**src/rtl/ws2812b_rx.sv**
```systemverilog
// WS2812B one-wire receiver: classifies high pulses by width into bits,
// assembles MSB-first 24-bit GRB words and flags latch gaps and errors.
module ws2812b_rx #(
    parameter int T1_MIN   = 12,
    parameter int HIGH_MAX = 40,
    parameter int T_RESET  = 1000
) (
    input  logic        clk,
    input  logic        rst,
    input  logic        din,
    output logic [23:0] data_out,
    output logic        data_valid,
    output logic        frame_done,
    output logic        err,
    output logic [7:0]  pixel_cnt
);

    localparam int CMAX = (T_RESET > HIGH_MAX + 1) ? T_RESET : HIGH_MAX + 1;
    localparam int CW   = $clog2(CMAX + 1);

    localparam logic [CW-1:0] TR_C  = CW'(T_RESET);
    localparam logic [CW-1:0] HM_C  = CW'(HIGH_MAX);
    localparam logic [CW-1:0] T1_C  = CW'(T1_MIN);
    localparam logic [CW-1:0] CM_C  = CW'(CMAX);
    localparam logic [CW-1:0] ONE_C = CW'(1);

    typedef enum logic [1:0] {
        SYNC,
        IDLE,
        LOW,
        HIGH
    } state_t;

    state_t state, state_n;

    logic s1, s2, s3;
    logic rise, fall;

    logic [CW-1:0] cnt, cnt_n, cnt_inc;
    logic [4:0]    bit_cnt, bit_cnt_n;
    logic [23:0]   shreg, shreg_n, shifted;
    logic [23:0]   data_n;
    logic [7:0]    pix_n;
    logic          valid_n, frame_n, err_n;
    logic          bit_val;

    assign rise = s2 & ~s3;
    assign fall = ~s2 & s3;

    assign cnt_inc = (cnt == CM_C) ? cnt : cnt + ONE_C;
    assign bit_val = (cnt >= T1_C);
    assign shifted = {shreg[22:0], bit_val};

    always_ff @(posedge clk) begin
        if (rst) begin
            s1         <= 1'b0;
            s2         <= 1'b0;
            s3         <= 1'b0;
            state      <= SYNC;
            cnt        <= '0;
            bit_cnt    <= '0;
            shreg      <= '0;
            data_out   <= '0;
            data_valid <= 1'b0;
            frame_done <= 1'b0;
            err        <= 1'b0;
            pixel_cnt  <= '0;
        end else begin
            s1         <= din;
            s2         <= s1;
            s3         <= s2;
            state      <= state_n;
            cnt        <= cnt_n;
            bit_cnt    <= bit_cnt_n;
            shreg      <= shreg_n;
            data_out   <= data_n;
            data_valid <= valid_n;
            frame_done <= frame_n;
            err        <= err_n;
            pixel_cnt  <= pix_n;
        end
    end

    always_comb begin
        state_n   = state;
        cnt_n     = cnt;
        bit_cnt_n = bit_cnt;
        shreg_n   = shreg;
        data_n    = data_out;
        pix_n     = pixel_cnt;
        valid_n   = 1'b0;
        frame_n   = 1'b0;
        err_n     = 1'b0;

        unique case (state)
            SYNC: begin
                // Wait for one full quiet gap before trusting any edge.
                if (s2) begin
                    cnt_n = '0;
                end else begin
                    cnt_n = cnt_inc;
                    if (cnt_inc == TR_C) begin
                        state_n = IDLE;
                    end
                end
            end

            IDLE: begin
                if (rise) begin
                    cnt_n   = ONE_C;
                    state_n = HIGH;
                end else if (cnt < TR_C) begin
                    cnt_n = cnt_inc;
                end
            end

            LOW: begin
                if (rise) begin
                    cnt_n   = ONE_C;
                    state_n = HIGH;
                end else begin
                    cnt_n = cnt_inc;
                    if (cnt_inc == TR_C) begin
                        if (bit_cnt != 5'd0) begin
                            err_n = 1'b1;
                        end else if (pixel_cnt != 8'd0) begin
                            frame_n = 1'b1;
                        end
                        bit_cnt_n = '0;
                        pix_n     = '0;
                        state_n   = IDLE;
                    end
                end
            end

            HIGH: begin
                if (cnt > HM_C) begin
                    err_n     = 1'b1;
                    bit_cnt_n = '0;
                    pix_n     = '0;
                    shreg_n   = '0;
                    cnt_n     = '0;
                    state_n   = SYNC;
                end else if (fall) begin
                    shreg_n = shifted;
                    cnt_n   = ONE_C;
                    state_n = LOW;
                    if (bit_cnt == 5'd23) begin
                        data_n    = shifted;
                        valid_n   = 1'b1;
                        bit_cnt_n = '0;
                        if (pixel_cnt != 8'hFF) begin
                            pix_n = pixel_cnt + 8'd1;
                        end
                    end else begin
                        bit_cnt_n = bit_cnt + 5'd1;
                    end
                end else begin
                    cnt_n = cnt_inc;
                end
            end

            default: begin
                state_n = SYNC;
                cnt_n   = '0;
            end
        endcase
    end

endmodule

```
**config.mk**
```make
export PLATFORM = sky130hd
export DESIGN_NAME = ws2812b_rx
export DESIGN_NICKNAME = d
export VERILOG_FILES = /design/src/rtl/ws2812b_rx.sv
export SDC_FILE = /design/constraint.sdc
export NUM_CORES = 1
export LEC_CHECK = 0
export BUFFER_PORTS_ARGS = -buffer_cell sky130_fd_sc_hd__buf_2
export CORE_ASPECT_RATIO = 1.5
export CORE_MARGIN = 4
export CORE_UTILIZATION = 53
export CTS_CLUSTER_DIAMETER = 120
export DETAILED_ROUTE_END_ITERATION = 7
export PLACE_DENSITY = 0.73
export SYNTH_ARGS = -nofsm -noshare
export SYNTH_HDL_FRONTEND = slang
export SYNTH_SLANG_ARGS = --single-unit
```
**constraint.sdc**
```tcl
create_clock -name clk -period 2.8 [get_ports clk]
set_clock_uncertainty 0.05 [all_clocks]
set_input_delay 0.56 -clock clk [delete_from_list [all_inputs] [get_ports clk]]
set_output_delay 0.56 -clock clk [all_outputs]
set_load 0.01 [all_outputs]
```
==> results of run 1 <==
worst max-delay path by stage:
stage | from | end | slack, ps | depth (start not counted)
global route | cnt[1]$_SDFFE_PP0P_ | state[0]$_SDFFE_PP0P_ | 50 | 10
floorplan | cnt[0]$_SDFFE_PP0P_ | bit_cnt[4]$_SDFFE_PP0P_ | 300 | 9
detailed placement | cnt[0]$_SDFFE_PP0P_ | bit_cnt[0]$_SDFFE_PP0P_ | 120 | 9
finish | cnt[1]$_SDFFE_PP0P_ | bit_cnt[4]$_SDFFE_PP0P_ | 200 | 9
global placement | cnt[0]$_SDFFE_PP0P_ | pixel_cnt[2]$_SDFFE_PP0P_ | 170 | 8
CTS | cnt[0]$_SDFFE_PP0P_ | bit_cnt[0]$_SDFFE_PP0P_ | 120 | 9
state kept, by name, indices dropped and copies added (netlist names):
| register | count |
|---|---|
| data_out | 24 |
| shreg | 23 |
| cnt | 10 |
| pixel_cnt | 8 |
| bit_cnt | 5 |
| state | 2 |
| data_valid | 1 |
| err | 1 |
| frame_done | 1 |
| s1 | 1 |
| s2 | 1 |
| s3 | 1 |
report_power, final:
part           internal, uW  leakage (uW)  switching [uW]
registers              1110      0.000629            9.87
clock network           334     0.0000923             444
logic                  18.2      0.000805            39.5
total                  1470       0.00153             493
cells by family after synthesis:
group | Yosys count
muxes | 1
and+or+nand+nor | 176
AOI/OAI and AO/OA | 131
DFF | 78
buffers and inverters | 48
xor gates and xnor gates | 9
adders and majority gates | 11
metal layers:
metal	GRT usage, %	wire [microns]	part of all wire, %	vias up
li1	-	-	-	1718
met1	25.3	3780	43	1625
met2	38.1	4530	51	98
met3	4.37	357	4.0	25
met4	9.55	218	2.5	0
met5	0	0	0	-
cell type report:
type / instances / area share (%)
flip-flops and latches: 78 / 36.9
repair buffers: 54 / 7.39
multi-input cells: 328 / 47.7
clock buffers: 9 / 2.92
clock inverters: 7 / 1.30
well taps: 78 / 2.30
inverters: 17 / 1.51
cells in the mapped netlist, types with 8 or more instances:
| master | instances | share of area, % |
|---|---|---|
| a21oi_1 | 48 | 6.4 |
| a22oi_1 | 22 | 4.4 |
| clkbuf_1 | 22 | 2.2 |
| dfxtp_1 | 78 | 41 |
| ha_1 | 11 | 3.6 |
| inv_1 | 16 | 1.6 |
| nand2_1 | 65 | 6.5 |
| nand3_1 | 10 | 1.3 |
| nand4_1 | 10 | 1.7 |
| nor2_1 | 43 | 4.3 |
| nor3_1 | 11 | 1.5 |
| o211ai_1 | 8 | 1.6 |
| o21ai_0 | 9 | 1.2 |
through the flow:
stage / utilization (%) / worst slack (ps) / hold WS (ps) / cell area, sq um
6_report: 61.4 / 202 / 365 / 4240
5_1_grt: 61.4 / 49.2 / 373 / 4240
4_1_cts: 61.3 / 115 / 350 / 4230
3_5_place_dp: 58.7 / 117 / 386 / 4050
3_3_place_gp: 58.7 / 170 / 366 / 4050
2_1_floorplan: - / 300 / 364 / 3780
==> impl_metrics.yaml, run 1 <==
cts:
  post_cts_buffers: 0
  cts.sinks: 78
  hold_buffers: 0
  root_buffer: "clkbuf_8"
  htreeDepth: 3
  cts_resized: 0
  worstSkewPairLatency_ps: 350
  cts_tree: "done"
  clk_pin_slew_ps: 90
  clk_path_buf_depth: 2
  cts_made_buffers: 9
die:
  die_x_microns: 76.9
  rows: 37
  start_util_pct: 54.7
  core-area_sq_um: 6900
  num_io_pins: 38
  die_h_microns: 111
  die_area_sq_um: 8570
global_routing:
  grt_max_degree: 45
  grt_pass1_wl_mm: 15.4
  overflow: 0
  grt_antenna_before_repair: 0
  grt_pass1_vias: 3349
  grt_util_all_layers_pct: 21.7
critical_path:
  crit_required_ps: 2990
  cp-end-kind: "flop"
  reg2reg_from: "cnt[1]$_SDFFE_PP0P_"
  critPathArrivalTime_ps: 2790
  reg2reg_depth: 9
  worst-path-max-fanout: 11
  cpLargestDelayFamily: "compound AO/OA/AOI/OAI gates"
  cp_slowest_stage_delay_ps: 460
  crit_slowest_cell: "dfxtp_1"
  regToRegEndpoint: "bit_cnt[4]$_SDFFE_PP0P_"
  path_cells: "inv_1, ha_1, nor4bb_1, and3_4, o31a_1, o41a_1, buf_4, o311ai_2, o31ai_1"
  start_kind: "flop"
  path_buf_inv: 2
  setup.worst_path.class: "flop to flop"
  r2r_slack_ps: 200
timing:
  drv_slew: 0
  rsz0062_at_grt: "false"
  tns_ps: 0
  worst-slew-pin-transition_ps: 698
  post-route-period-util_pct: 92.8
  period_needed_ps: 2600
  hold_viol: 0
  clock.fmax_mhz: 385
  relSlewSlack_pct: 53.0
  setup_viol: 0
logic_synthesis:
  synth_xor_area_share_pct: 2.09
  synth_seq_cells: 78
  yosys_warnings: 0
  synthesis.area_sq_um: 3780
  synth-main-ff-cell: "dfxtp_1"
  syn_inst: 454
  synth_top_family_by_area: "compound AO/OA/AOI/OAI gates"
  synth_simple_gate_area_share_pct: 22.7
  synthAdderAreaFrac_pct: 3.64
  ys_types: 62
  synth_fp_nets: 468
  ys_seq_area_share_pct: 41.4
  synth_compound_area_share_pct: 24.3
  synth_enable_flop_cells: 0
  avgSynthCellArea_sq_um: 8.32
  synthArstFlopShare_pct: 0
  synthMuxAreaShare_pct: 0.265
detailed_routing:
  drt-initial-drc-count: 211
  drc: 0
  vias_per_cell: 6.07
  wirelength_mm: 8.88
  via_count: 3466
  ant_nets: 0
  detail_route.first_pass.iterations: 5
  routedWlPerCell_microns: 15.5
run_status:
  status: "finished clean"
placement:
  placed_cells: 555
  globalplace.congestion: 0.936
  portBuffers: 37
  hpwl_mm: 6.25
finish:
  num-fill-cells: 605
  layout.cells.non_filler: 571
  final_nets: 502
  final_cell_mix: "dfxtp_1, nand2_1, a21oi_1"
  multiInputGateArea_sq_um: 2020
  area_growth_pct: 12.2
  n_antenna_cell: 0
  final_common_cell: "dfxtp_1"
  regArea_sq_um: 1560
  drive_above_1_share_pct: 17.6
pwr:
  p_total_uw: 1960
  power.leakage_uw: 0.00153
  power.density_nw_per_um2: 463
  vdd_drop_max_mv: 0.405
hold_path:
  hold_depth: 2
  min-delay-path-class: "input port to flop"
  min_from: "din"
  min_to: "s1$_SDFF_PP0_"
flow_run:
  cap_violations: 0
Power figures use the tool's default switching activity.
==> run 2: changes to the inputs <==
MAX_ROUTING_LAYER = met4   (was default)
==> run 2 against run 1 <==
  * Non-clock buffer count grew 1
  * Clock power grew 3.2%
  * Combinational power grew 5.2%
  * Worst hold slack gained 7.5 ps
  * First-iteration DRC count grew 79%
  * Setup slack lost 32 ps
  * Count of clock-buffer cells in the layout grew 3
  * Sequential share of layout area shrank 0.062 points
  * Via count grew 0.12%
  * Register-to-register slack lost 30 ps
==> impl_metrics.yaml, run 2 (synthesized netlist as in run 1, its figures left out) <==
detailed_routing:
  vias_per_cell: 6.08
  wirelength_mm: 8.90
  drc: 0
  routedWlPerCell_microns: 15.6
  drt-initial-drc-count: 378
  detail_route.first_pass.iterations: 4
  ant_nets: 0
  via_count: 3470
critical_path:
  crit_required_ps: 2980
  path_cells: "inv_1, ha_1, nor4bb_1, and3_4, o31a_1, o41a_1, buf_4, a211oi_1, o32ai_1"
  worst-path-max-fanout: 11
  critPathArrivalTime_ps: 2810
  start_kind: "flop"
  crit_slowest_cell: "o41a_1"
  setup.worst_path.class: "flop to flop"
  cp_slowest_stage_delay_ps: 460
  path_buf_inv: 2
  cp-end-kind: "flop"
  cpLargestDelayFamily: "compound AO/OA/AOI/OAI gates"
die:
  core-area_sq_um: 6900
  start_util_pct: 54.7
  num_io_pins: 38
  die_x_microns: 76.9
  die_h_microns: 111
  die_area_sq_um: 8570
  rows: 37
global_routing:
  overflow: 0
  grt_max_degree: 45
  gr-max-usage-layer: "met2"
  grt_util_all_layers_pct: 22.6
  use_met3_pct: 4.05
  grt_pass1_vias: 3306
  grtUsageMet1_pct: 25.6
  grt_antenna_before_repair: 0
  grt_pass1_wl_mm: 15.4
  met2_usage_pct: 38.3
pwr:
  intPower_uw: 1540
  swShare_pct: 22.3
  power.leakage_uw: 0.00152
  p_seq_share_pct: 56.5
  power.density_nw_per_um2: 468
  power.clock.fraction_pct: 40.4
  vdd_drop_max_mv: 0.396
  p_comb_share_pct: 3.1
  switching_power_uw: 442
finish:
  final_common_cell: "dfxtp_1"
  final_nets: 503
  regMostFlops: "data_out"
  top_regs: "data_out (24), shreg (23), cnt (10)"
  final_cell_mix: "dfxtp_1, nand2_1, a21oi_1"
  num-fill-cells: 611
  fin_util_pct: 61.5
  n_antenna_cell: 0
  drive_above_1_share_pct: 16.6
  area_growth_pct: 12.3
  largest_reg_flops: 24
cts:
  clk_path_buf_depth: 2
  cts.sinks: 78
  cts_made_buffers: 9
  hold_buffers: 0
  worstSkewPairLatency_ps: 350
  htreeDepth: 3
  clk_pin_slew_ps: 80
  post_cts_buffers: 0
  cts_resized: 0
  cts_tree: "done"
  root_buffer: "clkbuf_8"
timing:
  relSlewSlack_pct: 52.6
  tns_ps: 0
  post-route-period-util_pct: 93.9
  rsz0062_at_grt: "false"
  period_needed_ps: 2630
  clock.fmax_mhz: 380
  setup_viol: 0
  worst-slew-pin-transition_ps: 704
  hold_viol: 0
  drv_slew: 0
hold_path:
  min-delay-path-class: "input port to flop"
placement:
  portBuffers: 37
  hpwl_mm: 6.31
  globalplace.congestion: 0.915
flow_run:
  cap_violations: 0
run_status:
  status: "finished clean"
-- run 2: final cells by class --
type                    count  area [sq um]  area share, %
well taps                  78          97.6           2.30
clock inverters             3          46.3           1.09
repair buffers             55           320           7.56
clock buffers              12           135           3.19
multi-input cells         328          2010           47.5
flip-flops and latches     78          1560           36.8
inverters                  17          63.8           1.51
-- run 2: final timing paths --
check,startpoint,to,slack (ps),cells past startpoint
hold reg to reg,data_out[8]$_SDFFE_PP0P_,data_out[8]$_SDFFE_PP0P_,400,2
setup / recovery,cnt[1]$_SDFFE_PP0P_,bit_cnt[0]$_SDFFE_PP0P_,170,9
setup reg to reg,cnt[1]$_SDFFE_PP0P_,bit_cnt[0]$_SDFFE_PP0P_,170,9
hold / removal,din,s1$_SDFF_PP0_,370,2
-- run 2: metal layers --
layer  share of wire (%)  wire [microns]
met1                  43            3790
met2                  52            4590
met3                 3.9             351
met4                 1.9             167
met5                   0               0
-- run 2: power by group through the flow --
stage               Clock, uW  Sequential [uW]  Combinational [uW]
floorplan                   0             1150                45.1
global placement            0             1150                59.7
detailed placement          0             1150                60.1
CTS                       824             1120                60.9
global route              867             1120                68.7
finish                    803             1120                60.8
-- run 2: metrics by stage --
| step | cell area [sq um] | power (uW) | hold WS (ps) | setup WS [ps] | instances |
|---|---|---|---|---|---|
| after CTS | 4240 | 2010 | 364 | 199 | 571 |
| after floorplan | 3780 | 1190 | 364 | 300 | 454 |
| after global routing | 4240 | 2060 | 358 | 11.9 | 571 |
| after detailed placement | 4060 | 1210 | 385 | 213 | 556 |
| final | 4240 | 1980 | 372 | 170 | 571 |
| after global placement | 4060 | 1210 | 366 | 285 | 556 |
-- run 2: worst reg2reg max path, stage by stage (launching register included) --
cell and delay [ps]:
dfxtp_1 430, inv_1 70, ha_1 190, nor4bb_1 150
and3_4 220, o31a_1 310, o41a_1 460, buf_4 190
a211oi_1 310, o32ai_1 130
==> run 3: changes to the inputs <==
clock period = 3.1 ns   (was 2.8 ns; I/O delays follow)
==> run 3 against run 2 <==
  * Count of clock-buffer cells in the layout decreased by 2
  * Non-clock buffer count decreased by 8
  * Via count decreased by 0.46%
  * Sequential power decreased by 9.8%
  * Routed wire length increased by 2.6%
  * Critical path depth decreased by 1
  * Setup slack got worse by 5.0 ps
  * Die area unchanged
  * Flip-flop and latch count unchanged
  * First-iteration DRC count decreased by 28%
  * Worst hold slack improved by 15 ps
  * Combinational power decreased by 15%
  * Largest power group unchanged
==> impl_metrics.yaml, run 3 (synthesized netlist as in run 1, its figures left out) <==
run_status:
  status: "finished clean"
pwr:
  intPower_uw: 1470
  power.leakage_uw: 0.00151
  switching_power_uw: 425
  p_seq_share_pct: 53.4
  power.clock.fraction_pct: 43.9
  p_total_uw: 1900
  p_comb_share_pct: 2.7
  vdd_drop_max_mv: 0.461
  swShare_pct: 22.4
  power.density_nw_per_um2: 451
critical_path:
  worst-path-max-fanout: 12
  start_kind: "flop"
  r2r_slack_ps: 160
  critPathArrivalTime_ps: 3120
  cp-end-kind: "flop"
  crit_slowest_cell: "o41a_1"
  reg2reg_depth: 8
  regToRegEndpoint: "pixel_cnt[7]$_SDFFE_PP0P_"
  setup.worst_path.class: "flop to flop"
  crit_required_ps: 3280
  cp_slowest_stage_delay_ps: 640
  startpoint: "cnt[0]$_SDFFE_PP0P_"
  reg2reg_from: "cnt[0]$_SDFFE_PP0P_"
  path_cells: "inv_1, ha_1, nor4bb_1, and3_4, o31a_1, o41a_1, o31ai_1, nor3_1"
cts:
  hold_buffers: 0
  cts.sinks: 78
  worstSkewPairLatency_ps: 360
  cts_tree: "done"
  clk_pin_slew_ps: 90
  post_cts_buffers: 0
  cts_resized: 0
  root_buffer: "clkbuf_8"
  clk_path_buf_depth: 2
  htreeDepth: 3
  cts_made_buffers: 9
timing:
  tns_ps: 0
  post-route-period-util_pct: 94.7
  hold_viol: 0
  worst-slew-pin-transition_ps: 861
  relSlewSlack_pct: 42.6
  setup_slack_ps: 165
  period_needed_ps: 2940
  clock.fmax_mhz: 341
  setup_viol: 0
  drv_slew: 0
  rsz0062_at_grt: "false"
  whs_ps: 387
placement:
  hpwl_mm: 6.26
  place_ws_ps: 186
  portBuffers: 37
  globalplace.congestion: 0.936
die:
  die_x_microns: 76.9
  num_io_pins: 38
  core-area_sq_um: 6900
  start_util_pct: 54.7
  die_area_sq_um: 8570
  rows: 37
  die_h_microns: 111
finish:
  final_common_cell: "dfxtp_1"
  drive_above_1_share_pct: 15.8
  largest_reg_flops: 24
  num-fill-cells: 633
  n_antenna_cell: 0
  regMostFlops: "data_out"
  area_growth_pct: 11.5
  multiInputGateArea_sq_um: 2010
  final_cell_mix: "dfxtp_1, nand2_1, a21oi_1"
  final_nets: 495
  regArea_sq_um: 1560
  top_regs: "data_out (24), shreg (23), cnt (10)"
detailed_routing:
  drt-initial-drc-count: 273
  wirelength_mm: 9.13
  detail_route.first_pass.iterations: 5
  via_count: 3454
  routedWlPerCell_microns: 16.2
  ant_nets: 0
  drc: 0
  vias_per_cell: 6.12
global_routing:
  overflow: 0
  grt_antenna_before_repair: 0
  grt_pass1_vias: 3372
  grt_pass1_wl_mm: 15.7
  grt_util_all_layers_pct: 22.9
  grt_max_degree: 45
hold_path:
  min-delay-path-class: "flop to flop"
  hold_depth: 1
  min_to: "s2$_SDFF_PP0_"
  min_from: "s1$_SDFF_PP0_"
flow_run:
  cap_violations: 0
run 3: changes by cell type in the layout (fill, tap and decap cells not counted), sizes merged:
cell      change
bufinv        +1
clkinv        +2
clkinvlp      -1
buf           -8
inv           +1
clkbuf        -2
run 3: critical path: cells and delay by family, from the launching register on:
| family | cells | cell delay (ps) |
|---|---|---|
| AOI/OAI and AO/OA | 3 | 1480 |
| and+or+nand+nor | 3 | 500 |
| DFF | 1 | 450 |
| adders and majority gates | 1 | 220 |
| buffers and inverters | 1 | 120 |
run 3: worst max path at each step:
stage                                      to  slack [ps]  cells after the start
global route        pixel_cnt[2]$_SDFFE_PP0P_          20                      8
CTS                 pixel_cnt[7]$_SDFFE_PP0P_         170                      8
floorplan             bit_cnt[4]$_SDFFE_PP0P_         600                      9
detailed placement  pixel_cnt[7]$_SDFFE_PP0P_         190                      8
finish              pixel_cnt[7]$_SDFFE_PP0P_         160                      8
global placement    pixel_cnt[5]$_SDFFE_PP0P_         310                      8
run 3: final cells by class:
| class | count | share of cell area, % |
|---|---|---|
| inverters | 17 | 1.52 |
| clock inverters | 6 | 1.99 |
| clock buffers | 10 | 3.03 |
| multi-input cells | 328 | 47.9 |
| repair buffers | 47 | 6.18 |
| well taps | 78 | 2.32 |
| flip-flops and latches | 78 | 37.1 |
run 3: metal layers:
layer	GRT usage [%]	routed length, microns
met5	-	0
met4	8.10	159
met3	4.53	356
met2	39.3	4810
met1	26.2	3800
run 3: power by group through the flow:
stage / clock network (uW) / logic [uW] / registers [uW]
CTS: 850 / 51.8 / 1010
global route: 888 / 57.7 / 1020
detailed placement: 0 / 51.4 / 1040
global placement: 0 / 50.4 / 1040
floorplan: 0 / 40.8 / 1030
finish: 833 / 51.6 / 1010
run 3: metrics by stage:
stage,instances,util (%),instance area (sq um)
floorplan,454,-,3780
global placement,548,58.0,4000
detailed placement,548,58.0,4000
CTS,564,61.0,4210
global route,564,61.0,4210
finish,564,61.0,4210
